File: src/rtl/avm_seq_pkg.sv
// Shared types and default widths for the Avalon-MM sequencing master.
// The FSM and the address/pattern generator both use these definitions.
package avm_seq_pkg;

  localparam int DEF_ADDR_W      = 10;
  localparam int DEF_DATA_W      = 32;
  localparam int DEF_LEN_W       = 10;
  localparam int DEF_ADDR_STRIDE = 4;

  typedef enum logic [1:0] {
    MODE_FILL   = 2'b00,
    MODE_READ   = 2'b01,
    MODE_VERIFY = 2'b10
  } mode_t;

  typedef enum logic [1:0] {
    S_IDLE = 2'b00,
    S_WR   = 2'b01,
    S_RD   = 2'b10,
    S_DONE = 2'b11
  } state_t;

  // The reserved encoding 11 behaves as a plain read sweep.
  function automatic mode_t decode_mode(input logic [1:0] m);
    if (m[0]) return MODE_READ;
    else if (m[1]) return MODE_VERIFY;
    else return MODE_FILL;
  endfunction

endpackage

File: src/rtl/avm_seq_master_if.sv
// Avalon-MM master bus bundle between the sequencing master and the OCRAM slave.
interface avm_seq_master_if
  import avm_seq_pkg::*;
#(
  parameter int ADDR_W = DEF_ADDR_W,
  parameter int DATA_W = DEF_DATA_W
) ();

  logic [ADDR_W-1:0] avm_m0_address;
  logic              avm_m0_read;
  logic              avm_m0_write;
  logic [DATA_W-1:0] avm_m0_writedata;
  logic              avm_m0_waitrequest;
  logic [DATA_W-1:0] avm_m0_readdata;

  modport master (
    output avm_m0_address, avm_m0_read, avm_m0_write, avm_m0_writedata,
    input  avm_m0_waitrequest, avm_m0_readdata
  );

  modport slave (
    input  avm_m0_address, avm_m0_read, avm_m0_write, avm_m0_writedata,
    output avm_m0_waitrequest, avm_m0_readdata
  );

endinterface

File: src/rtl/avm_seq_addr_gen.sv
// Word index counter plus derived address, expected pattern word and last-word flag.
// Block parameters (base, length, seed) are captured once per accepted start.
module avm_seq_addr_gen
  import avm_seq_pkg::*;
#(
  parameter int ADDR_W      = DEF_ADDR_W,
  parameter int DATA_W      = DEF_DATA_W,
  parameter int LEN_W       = DEF_LEN_W,
  parameter int ADDR_STRIDE = DEF_ADDR_STRIDE
) (
  input  logic              clk_i,
  input  logic              rst_i,
  input  logic              load_i,
  input  logic              advance_i,
  input  logic              restart_i,
  input  logic [ADDR_W-1:0] base_i,
  input  logic [LEN_W-1:0]  len_i,
  input  logic [DATA_W-1:0] seed_i,
  output logic [ADDR_W-1:0] addr_o,
  output logic [DATA_W-1:0] data_o,
  output logic              last_o
);

  localparam logic [ADDR_W-1:0] STRIDE = ADDR_W'(ADDR_STRIDE);

  logic [LEN_W-1:0]  idx_q, idx_d;
  logic [LEN_W-1:0]  len_q;
  logic [ADDR_W-1:0] base_q;
  logic [DATA_W-1:0] seed_q;

  always_comb begin
    idx_d = idx_q;
    if (load_i || restart_i) idx_d = '0;
    else if (advance_i)      idx_d = idx_q + LEN_W'(1);
  end

  always_ff @(posedge clk_i) begin
    if (rst_i) idx_q <= '0;
    else       idx_q <= idx_d;
  end

  always_ff @(posedge clk_i) begin
    if (load_i) begin
      base_q <= base_i;
      len_q  <= len_i;
      seed_q <= seed_i;
    end
  end

  // Both sums wrap naturally at their port widths.
  assign addr_o = base_q + ADDR_W'(idx_q) * STRIDE;
  assign data_o = seed_q + DATA_W'(idx_q);
  assign last_o = (idx_q == len_q - LEN_W'(1));

endmodule

File: src/rtl/avm_seq_master.sv
// Avalon-MM sequencing master: pattern fill, read sweep or fill-then-verify over a block
// of words, with waitrequest handling, saturating mismatch count and a readdata byte export.
module avm_seq_master
  import avm_seq_pkg::*;
#(
  parameter int ADDR_W      = DEF_ADDR_W,
  parameter int DATA_W      = DEF_DATA_W,
  parameter int LEN_W       = DEF_LEN_W,
  parameter int ADDR_STRIDE = DEF_ADDR_STRIDE
) (
  input  logic              clk_clk,
  input  logic              reset_reset,
  input  logic              start,
  input  logic [1:0]        mode,
  input  logic [ADDR_W-1:0] base_addr,
  input  logic [LEN_W-1:0]  length,
  input  logic [DATA_W-1:0] seed,
  output logic              busy,
  output logic              done,
  output logic [LEN_W-1:0]  err_count,
  output logic [ADDR_W-1:0] first_err_addr,
  output logic [7:0]        conduit_export,
  avm_seq_master_if.master  avm
);

  state_t            state_q, state_d;
  mode_t             mode_q;
  logic [LEN_W-1:0]  err_q;
  logic [ADDR_W-1:0] first_q;
  logic [7:0]        conduit_q;

  logic              load, advance, restart, last;
  logic [ADDR_W-1:0] addr;
  logic [DATA_W-1:0] exp_data;
  logic              rd_ack, mismatch;

  avm_seq_addr_gen #(
    .ADDR_W      (ADDR_W),
    .DATA_W      (DATA_W),
    .LEN_W       (LEN_W),
    .ADDR_STRIDE (ADDR_STRIDE)
  ) u_addr_gen (
    .clk_i     (clk_clk),
    .rst_i     (reset_reset),
    .load_i    (load),
    .advance_i (advance),
    .restart_i (restart),
    .base_i    (base_addr),
    .len_i     (length),
    .seed_i    (seed),
    .addr_o    (addr),
    .data_o    (exp_data),
    .last_o    (last)
  );

  always_comb begin
    state_d = state_q;
    load    = 1'b0;
    advance = 1'b0;
    restart = 1'b0;
    case (state_q)
      S_IDLE: begin
        if (start) begin
          load = 1'b1;
          if (length == '0)  state_d = S_DONE;
          else if (mode[0])  state_d = S_RD;
          else               state_d = S_WR;
        end
      end
      S_WR: begin
        if (!avm.avm_m0_waitrequest) begin
          advance = 1'b1;
          if (last) begin
            // Verify re-walks the same block from word 0 for the read-back pass.
            if (mode_q == MODE_VERIFY) begin
              restart = 1'b1;
              state_d = S_RD;
            end else begin
              state_d = S_DONE;
            end
          end
        end
      end
      S_RD: begin
        if (!avm.avm_m0_waitrequest) begin
          advance = 1'b1;
          if (last) state_d = S_DONE;
        end
      end
      S_DONE:  state_d = S_IDLE;
      default: state_d = S_IDLE;
    endcase
  end

  assign rd_ack   = (state_q == S_RD) && !avm.avm_m0_waitrequest;
  assign mismatch = rd_ack && (mode_q == MODE_VERIFY) && (avm.avm_m0_readdata != exp_data);

  always_ff @(posedge clk_clk) begin
    if (reset_reset) begin
      state_q   <= S_IDLE;
      mode_q    <= MODE_FILL;
      err_q     <= '0;
      first_q   <= '0;
      conduit_q <= '0;
    end else begin
      state_q <= state_d;
      if (load) begin
        mode_q    <= decode_mode(mode);
        err_q     <= '0;
        first_q   <= '0;
        conduit_q <= '0;
      end
      if (rd_ack) conduit_q <= avm.avm_m0_readdata[7:0];
      if (mismatch) begin
        if (err_q != '1) err_q <= err_q + LEN_W'(1);
        // A saturated count is never zero, so zero reliably means "no error yet".
        if (err_q == '0) first_q <= addr;
      end
    end
  end

  assign busy           = (state_q == S_WR) || (state_q == S_RD);
  assign done           = (state_q == S_DONE);
  assign err_count      = err_q;
  assign first_err_addr = first_q;
  assign conduit_export = conduit_q;

  always_comb begin
    avm.avm_m0_write     = (state_q == S_WR);
    avm.avm_m0_read      = (state_q == S_RD);
    avm.avm_m0_address   = busy ? addr : '0;
    avm.avm_m0_writedata = (state_q == S_WR) ? exp_data : '0;
  end

endmodule

File: src/flat_wrapper.sv
// flat-port wrapper written by rule: the top's interface ports become plain ports
module avm_seq_master_flat import avm_seq_pkg::*;
#(
  parameter int ADDR_W      = DEF_ADDR_W,
  parameter int DATA_W      = DEF_DATA_W,
  parameter int LEN_W       = DEF_LEN_W,
  parameter int ADDR_STRIDE = DEF_ADDR_STRIDE
)
  (clk_clk, reset_reset, start, mode, base_addr, length, seed, busy, done, err_count, first_err_addr, conduit_export, avm_avm_m0_address, avm_avm_m0_read, avm_avm_m0_write, avm_avm_m0_writedata, avm_avm_m0_waitrequest, avm_avm_m0_readdata);
  avm_seq_master_if #(.ADDR_W(ADDR_W), .DATA_W(DATA_W)) avm_i ();
  input  logic clk_clk;
  input  logic reset_reset;
  input  logic start;
  input  logic [1:0] mode;
  input  logic [ADDR_W-1:0] base_addr;
  input  logic [LEN_W-1:0] length;
  input  logic [DATA_W-1:0] seed;
  output logic busy;
  output logic done;
  output logic [LEN_W-1:0] err_count;
  output logic [ADDR_W-1:0] first_err_addr;
  output logic [7:0] conduit_export;
  output wire logic [$bits(avm_i.avm_m0_address)-1:0] avm_avm_m0_address;
  output wire logic [$bits(avm_i.avm_m0_read)-1:0] avm_avm_m0_read;
  output wire logic [$bits(avm_i.avm_m0_write)-1:0] avm_avm_m0_write;
  output wire logic [$bits(avm_i.avm_m0_writedata)-1:0] avm_avm_m0_writedata;
  input wire logic [$bits(avm_i.avm_m0_waitrequest)-1:0] avm_avm_m0_waitrequest;
  input wire logic [$bits(avm_i.avm_m0_readdata)-1:0] avm_avm_m0_readdata;
  assign avm_avm_m0_address = avm_i.avm_m0_address;
  assign avm_avm_m0_read = avm_i.avm_m0_read;
  assign avm_avm_m0_write = avm_i.avm_m0_write;
  assign avm_avm_m0_writedata = avm_i.avm_m0_writedata;
  assign avm_i.avm_m0_waitrequest = avm_avm_m0_waitrequest;
  assign avm_i.avm_m0_readdata = avm_avm_m0_readdata;
  avm_seq_master #(.ADDR_W(ADDR_W), .DATA_W(DATA_W), .LEN_W(LEN_W), .ADDR_STRIDE(ADDR_STRIDE)) u_core (.clk_clk(clk_clk), .reset_reset(reset_reset), .start(start), .mode(mode), .base_addr(base_addr), .length(length), .seed(seed), .busy(busy), .done(done), .err_count(err_count), .first_err_addr(first_err_addr), .conduit_export(conduit_export), .avm(avm_i));
endmodule
File: config.mk
export PLATFORM = sky130hd
export DESIGN_NAME = avm_seq_master_flat
export DESIGN_NICKNAME = d
export VERILOG_FILES = /design/src/rtl/avm_seq_pkg.sv /design/src/rtl/avm_seq_master_if.sv /design/src/rtl/avm_seq_addr_gen.sv /design/src/rtl/avm_seq_master.sv /design/src/flat_wrapper.sv
export SDC_FILE = /design/constraint.sdc
export NUM_CORES = 1
export LEC_CHECK = 0
export ABC_AREA = 1
export BUFFER_PORTS_ARGS = -buffer_cell sky130_fd_sc_hd__buf_2
export CORE_MARGIN = 4
export CORE_UTILIZATION = 35
export DETAILED_ROUTE_END_ITERATION = 10
export SLEW_MARGIN = 10
export SYNTH_ARGS = -nofsm -noshare
export SYNTH_HDL_FRONTEND = slang
export SYNTH_SLANG_ARGS = --single-unit
export TNS_END_PERCENT = 30
File: constraint.sdc
create_clock -name clk_clk -period 3.1 [get_ports clk_clk]
set_input_delay 0.31 -clock clk_clk [delete_from_list [all_inputs] [get_ports clk_clk]]
set_output_delay 0.31 -clock clk_clk [all_outputs]
set_load 0.05 [all_outputs]
Word level (Yosys, flattened, before mapping)
Cells that the tools add are included.

Flip-flop bits (word level): 94. Bits of input ports: 90. Output and inout port bits: 74.

Add/subtract/negate cells: 5. Equal/unequal tests: 12. Multiplexer cells: 29. Reductions and logical operators: 13.

Operators with widths (count): $mux W10 (7); $add A32 B10 Y32 (1); $mux W32 (1); $ne A32 B32 Y1 (1); $add A10 B1 Y10 const B (2); $logic_not A10 Y1 (2); $mux W2 (9); $mux W8 (2); $add A10 B10 Y10 (1); $eq A10 B10 Y1 (1); $ne A10 B10 Y1 const B (1); $sub A10 B1 Y10 const B (1); $mux W1 (9); $pmux W2 S4 (1); $eq A2 B2 Y1 const B (3); $ne A2 B2 Y1 const B (3); $reduce_and A5 Y1 (1); $ne A2 B1 Y1 const B (2); $reduce_or A2 Y1 (2); $logic_and A1 B1 Y1 (3); $eq A2 B1 Y1 const B (1); $logic_not A2 Y1 (1); $logic_or A1 B1 Y1 (2); $reduce_bool A2 Y1 (1); $logic_not A1 Y1 (1).

Longest topological paths before layout
Depth in word-level cells: 7. Depth in mapped cells: 21. Depth with buffers taken out: 20.

By module
A second synthesis with hierarchy kept.

Cell total of the unflattened synthesis: 972. Area total of the unflattened synthesis: 6834.1 um2.

By module, submodules not included: avm_seq_addr_gen (times used 1, cells each 479, area an instance 3960.0 um2, seq. area each 1761.7 um2); avm_seq_master (times used 1, cells each 493, area an instance 2874.0 um2, seq. area each 640.6 um2).

Least setup slack after synthesis
OpenSTA, ideal clock, no wires.

Path type: register -> register. From: reg u_core.state_q[0]. To: reg u_core.u_addr_gen.base_q[0], enable pin. Library setup time: 437 ps. Data arrival time: 2511 ps. Data required time: 2663 ps. Setup slack: 152 ps. Stages on the path, launching flop included: 6. Buffers on the path: 1. Clock period less this slack: 2948 ps. Path through: dfxtp_1 -> inv_1 -> ha_1 -> nand2_1 -> inv_1 -> buf_1.

Longest elaborated chain between the ends: 2.

Ends and longest elaborated chain: start: declaration (line avm_seq_master.sv:26) `state_t state_q, state_d;`; start signal: assignment (line avm_seq_master.sv:106) `state_q <= state_d;`; $logic_not A2 Y1 (line avm_seq_master.sv:61) `case (state_q)`; $mux W1 (line avm_seq_master.sv:61); named net u_core.load (line avm_seq_master.sv:32) `logic load, advance, restart, last;`; end signal: assignment (line avm_seq_addr_gen.sv:44) `base_q <= base_i;`; end: declaration (line avm_seq_addr_gen.sv:28) `logic [ADDR_W-1:0] base_q;`.

The timed path passes the listed nets, and every way through them passes these cells. A chain may end at the register's enable or synchronous reset.

Worst setup path after layout
From: reg u_core.u_addr_gen.idx_q[0]. To: out avm_avm_m0_address[8].

Longest elaborated chain between the ends: 2.

Ends and longest elaborated chain: start: declaration (line avm_seq_addr_gen.sv:26) `logic [LEN_W-1:0] idx_q, idx_d;`; start signal: assignment (line avm_seq_addr_gen.sv:39) `else idx_q <= idx_d;`; $add A10 B10 Y10 (line avm_seq_addr_gen.sv:51) `assign addr_o = base_q + ADDR_W'(idx_q) * STRIDE;`; $mux W10 (line avm_seq_master.sv:131) `avm.avm_m0_address = busy ? addr : '0;`; end: declaration (line flat_wrapper.sv:23) `output wire logic [$bits(avm_i.avm_m0_address)-1:0] avm_avm_m0_address;`.

No other way between the ends.

==> results.sh <==
export IMPL_crit_type="reg2out"
export IMPL_drtIter0Drc=515
export IMPL_h_tree_depth=3
export IMPL_core_area_mm2=0.0195
export IMPL_max_freq_ghz=0.340
export IMPL_dp_hpwl_um=17100
export IMPL_grt_max_degree=41
export IMPL_layout_worst_path_cycle_share_pct=94.9
export IMPL_final_nets=1335
export IMPL_clock_path_buffers=2
export IMPL_hp_start="base_addr[1]"
export IMPL_yosysSeqAreaShare_pct=34.7
export IMPL_slew_headroom_pct=57.4
export IMPL_hold_buffers=0
export IMPL_outcome="complete, no violations"
export IMPL_worst_r2r_endpoint="u_core.err_count[1]"
export IMPL_start_util_pct=35.5
export IMPL_syn_inst=1044
export IMPL_worst_pin_slew_ps=638
export IMPL_gp_congestion=0.914
export IMPL_postRouteWirelength_um=21500
export IMPL_antenna_found_initial=1
export IMPL_clock_skew_ps=7.97
export IMPL_synth_top_area_share_pct=22.6
export IMPL_cts_clk_slew_worst_paths_ps=70
export IMPL_layout_setup_ws_ps=157
export IMPL_hold_class="in2reg"
export IMPL_ys_types=38
export IMPL_netlist_area_mm2=0.00692
export IMPL_crit_path_end_kind="output port"
export IMPL_fillers=2094
export IMPL_p_leak_nw=4.36
export IMPL_pin_count=164
export IMPL_cts_made_buffers=9
export IMPL_placed_cells=1470
export IMPL_max_cap_violations=0
export IMPL_synth_area_leader_cell="edfxtp_1"
export IMPL_grt_pass1_wl_um=33600
export IMPL_r2r_start="u_core.u_addr_gen.idx_q[8]"
export IMPL_stdcell_count=1487
export IMPL_worstPathArrival_ps=2630
export IMPL_finalCriticalPeriod_ps=2940
export IMPL_fin_area_mm2=0.00846
export IMPL_yosysWarnings=0
export IMPL_cts_sinks=94
export IMPL_area_growth_synth_to_final_pct=22.2
export IMPL_ys_ff_latch=94
export IMPL_r2r_worst_path_cells=17
export IMPL_reg2reg_slack_ps=260
export IMPL_hold_viol_final=0
export IMPL_slew_viol_final=0
export IMPL_drive_above_1_share_pct=18.8
export IMPL_drc=0
export IMPL_vias_per_cell=4.84
export IMPL_setup_violations=0
export IMPL_grt_use_total_pct=19.2
export IMPL_cts_tree="done"
export IMPL_row_count=51
export IMPL_preCtsSetupSlack_ps=88.3
export IMPL_cts_root_buf="clkbuf_16"
export IMPL_crit_required_ps=2790
export IMPL_worst_setup_path_start_kind="flip-flop"
export IMPL_die_area_mm2=0.0221
export IMPL_port_buffers=163
export IMPL_first_pass_iters=5
export IMPL_place_area_mm2=0.00812
export IMPL_dieWidth_um=149
export IMPL_grt_overflow=0
export IMPL_syn_num_nets=1162
export IMPL_clk_latency_ps=350
export IMPL_syn_avg_cell_area_um2=6.63
export IMPL_ir_drop_uv=607
export IMPL_vias=7200
export IMPL_first_global_vias=6778
export IMPL_worst_path_max_fanout=5
export IMPL_chipHeight_um=149
export IMPL_wl_per_cell_um=14.5
export IMPL_diodes=0
export IMPL_antenna_left=0
export IMPL_hold_end="u_core.u_addr_gen.base_q[1]"
export IMPL_synth_area_top_cells="edfxtp_1, nand2_1, dfxtp_1"
export IMPL_whs_ps=126
export IMPL_min_path_cells=1
export IMPL_power_density_mw_per_mm2=611
[area by class of cell]
class / count / area [um2] / share of cell area, %
repair buffers: 181 / 968 / 11.5
inverters: 154 / 578 / 6.84
clock buffers: 10 / 229 / 2.71
flip-flops and latches: 94 / 2400 / 28.4
multi-input cells: 777 / 3900 / 46.1
well taps: 265 / 332 / 3.92
clock inverters: 6 / 51.3 / 0.607
[cell families (layout without fill, tap and decap cells)]
family | count (synthesis) | after routing | share of synthesized area, %
compound gates | 100 | 100 | 7.58
fa+ha+maj | 28 | 28 | 5.28
xor+xnor | 29 | 29 | 3.89
buf+inv | 173 | 351 | 9.64
flops | 94 | 94 | 34.7
simple gates | 620 | 620 | 38.9
[where the power goes]
group	switching (mW)	internal, mW
clock network	0.537	0.558
logic	1.72	0.639
registers	0.158	1.56
total	2.41	2.75
[state kept, by name (all words and copies together) (netlist names)]
name	flops
u_core.u_addr_gen.idx_q	10
u_core.u_addr_gen.base_q	10
u_core.first_err_addr	10
u_core.mode_q	2
u_core.u_addr_gen.seed_q	32
u_core.state_q	2
u_core.err_count	10
u_core.conduit_export	8
u_core.u_addr_gen.len_q	10
[worst max-delay path, cell delays in order (launching register included)]
cell	delay [ps]
dfxtp_1	320
buf_4	150
ha_1	220
fa_1	410
a21oi_1	140
o21ai_0	150
a21o_1	190
a21oi_1	150
xor2_1	260
nor2_1	70
buf_2	220
[layer usage]
layer  wire, um  vias up  share of wire, %  GRT usage [%]
met5         13        -             0.060              0
met1       9620     3205                45           25.1
met3       1620       26               7.5           4.78
met4        431        2               2.0           5.08
li1           -     3733                 -              -
met2       9820      234                46           31.9
[synthesized netlist by cell type]
master      n
nand2_1   287
inv_1     150
nand3_1   138
nor2_1    126
a21oi_1    68
edfxtp_1   52
dfxtp_1    42
ha_1       26
o21ai_0    23
xor2_1     22
nor3_1     17
nand4_1    16
nand3b_1   15
clkbuf_1   14
xnor2_1     6
or2_2       5
nand2_2     4
nand3_2     4
inv_2       3
nor4_1      3
and2_1      2
buf_2       2
buf_6       2
fa_1        2
o21a_1      2
a211oi_1    1
a21boi_0    1
a21boi_2    1
a21o_1      1
a31oi_1     1
buf_1       1
clkinv_1    1
nor2_2      1
nor3_2      1
nor3b_1     1
o21bai_1    1
o22ai_1     1
xor3_1      1
[through the flow]
step / power [mW] / setup TNS, ps / utilization [%]
6_report: 5.17 / 0 / 43.5
5_1_grt: 5.51 / -25.3 / 43.5
4_1_cts: 5.19 / 0 / 43.2
3_5_place_dp: 4.07 / 0 / 41.7
3_3_place_gp: 4.06 / 0 / 41.7
2_1_floorplan: 3.42 / 0 / -
[layout by cell type (no fill, tap or decap), drive strengths merged, types with 2 or more instances in the layout]
master / instances
nand3: 142
o21a: 2
nand2: 291
nor4: 3
o21ai: 23
xor2: 22
edfxtp: 52
a21oi: 68
nor2: 127
ha: 26
or2: 5
nand3b: 15
inv: 156
dfxtp: 42
nand4: 16
xnor2: 6
clkbuf: 12
and2: 2
clkinv: 3
buf: 179
a21boi: 2
fa: 2
nor3: 18
[worst max-delay path by stage]
stage                                 from                     endpoint  slack, ps  cells past startpoint
2_1_floorplan            u_core.state_q[0]  u_core.u_addr_gen.base_q[0]        150                      5
3_3_place_gp   u_core.u_addr_gen.seed_q[6]          u_core.err_count[4]        100                     17
3_5_place_dp   u_core.u_addr_gen.seed_q[6]          u_core.err_count[9]         90                     17
4_1_cts        u_core.u_addr_gen.seed_q[6]          u_core.err_count[9]         70                     17
5_1_grt         u_core.u_addr_gen.idx_q[0]        avm_avm_m0_address[8]        -10                     10
6_report        u_core.u_addr_gen.idx_q[0]        avm_avm_m0_address[8]        160                     10
[timing repair]
item / CTS / global route
resized for setup: 0 / 17
endpoints found under the hold margin: 0 / 0
buffers inserted: 0 / 1
endpoints found under the setup margin: 0 / 29
No activity file was read; power rests on OpenSTA's default activity.
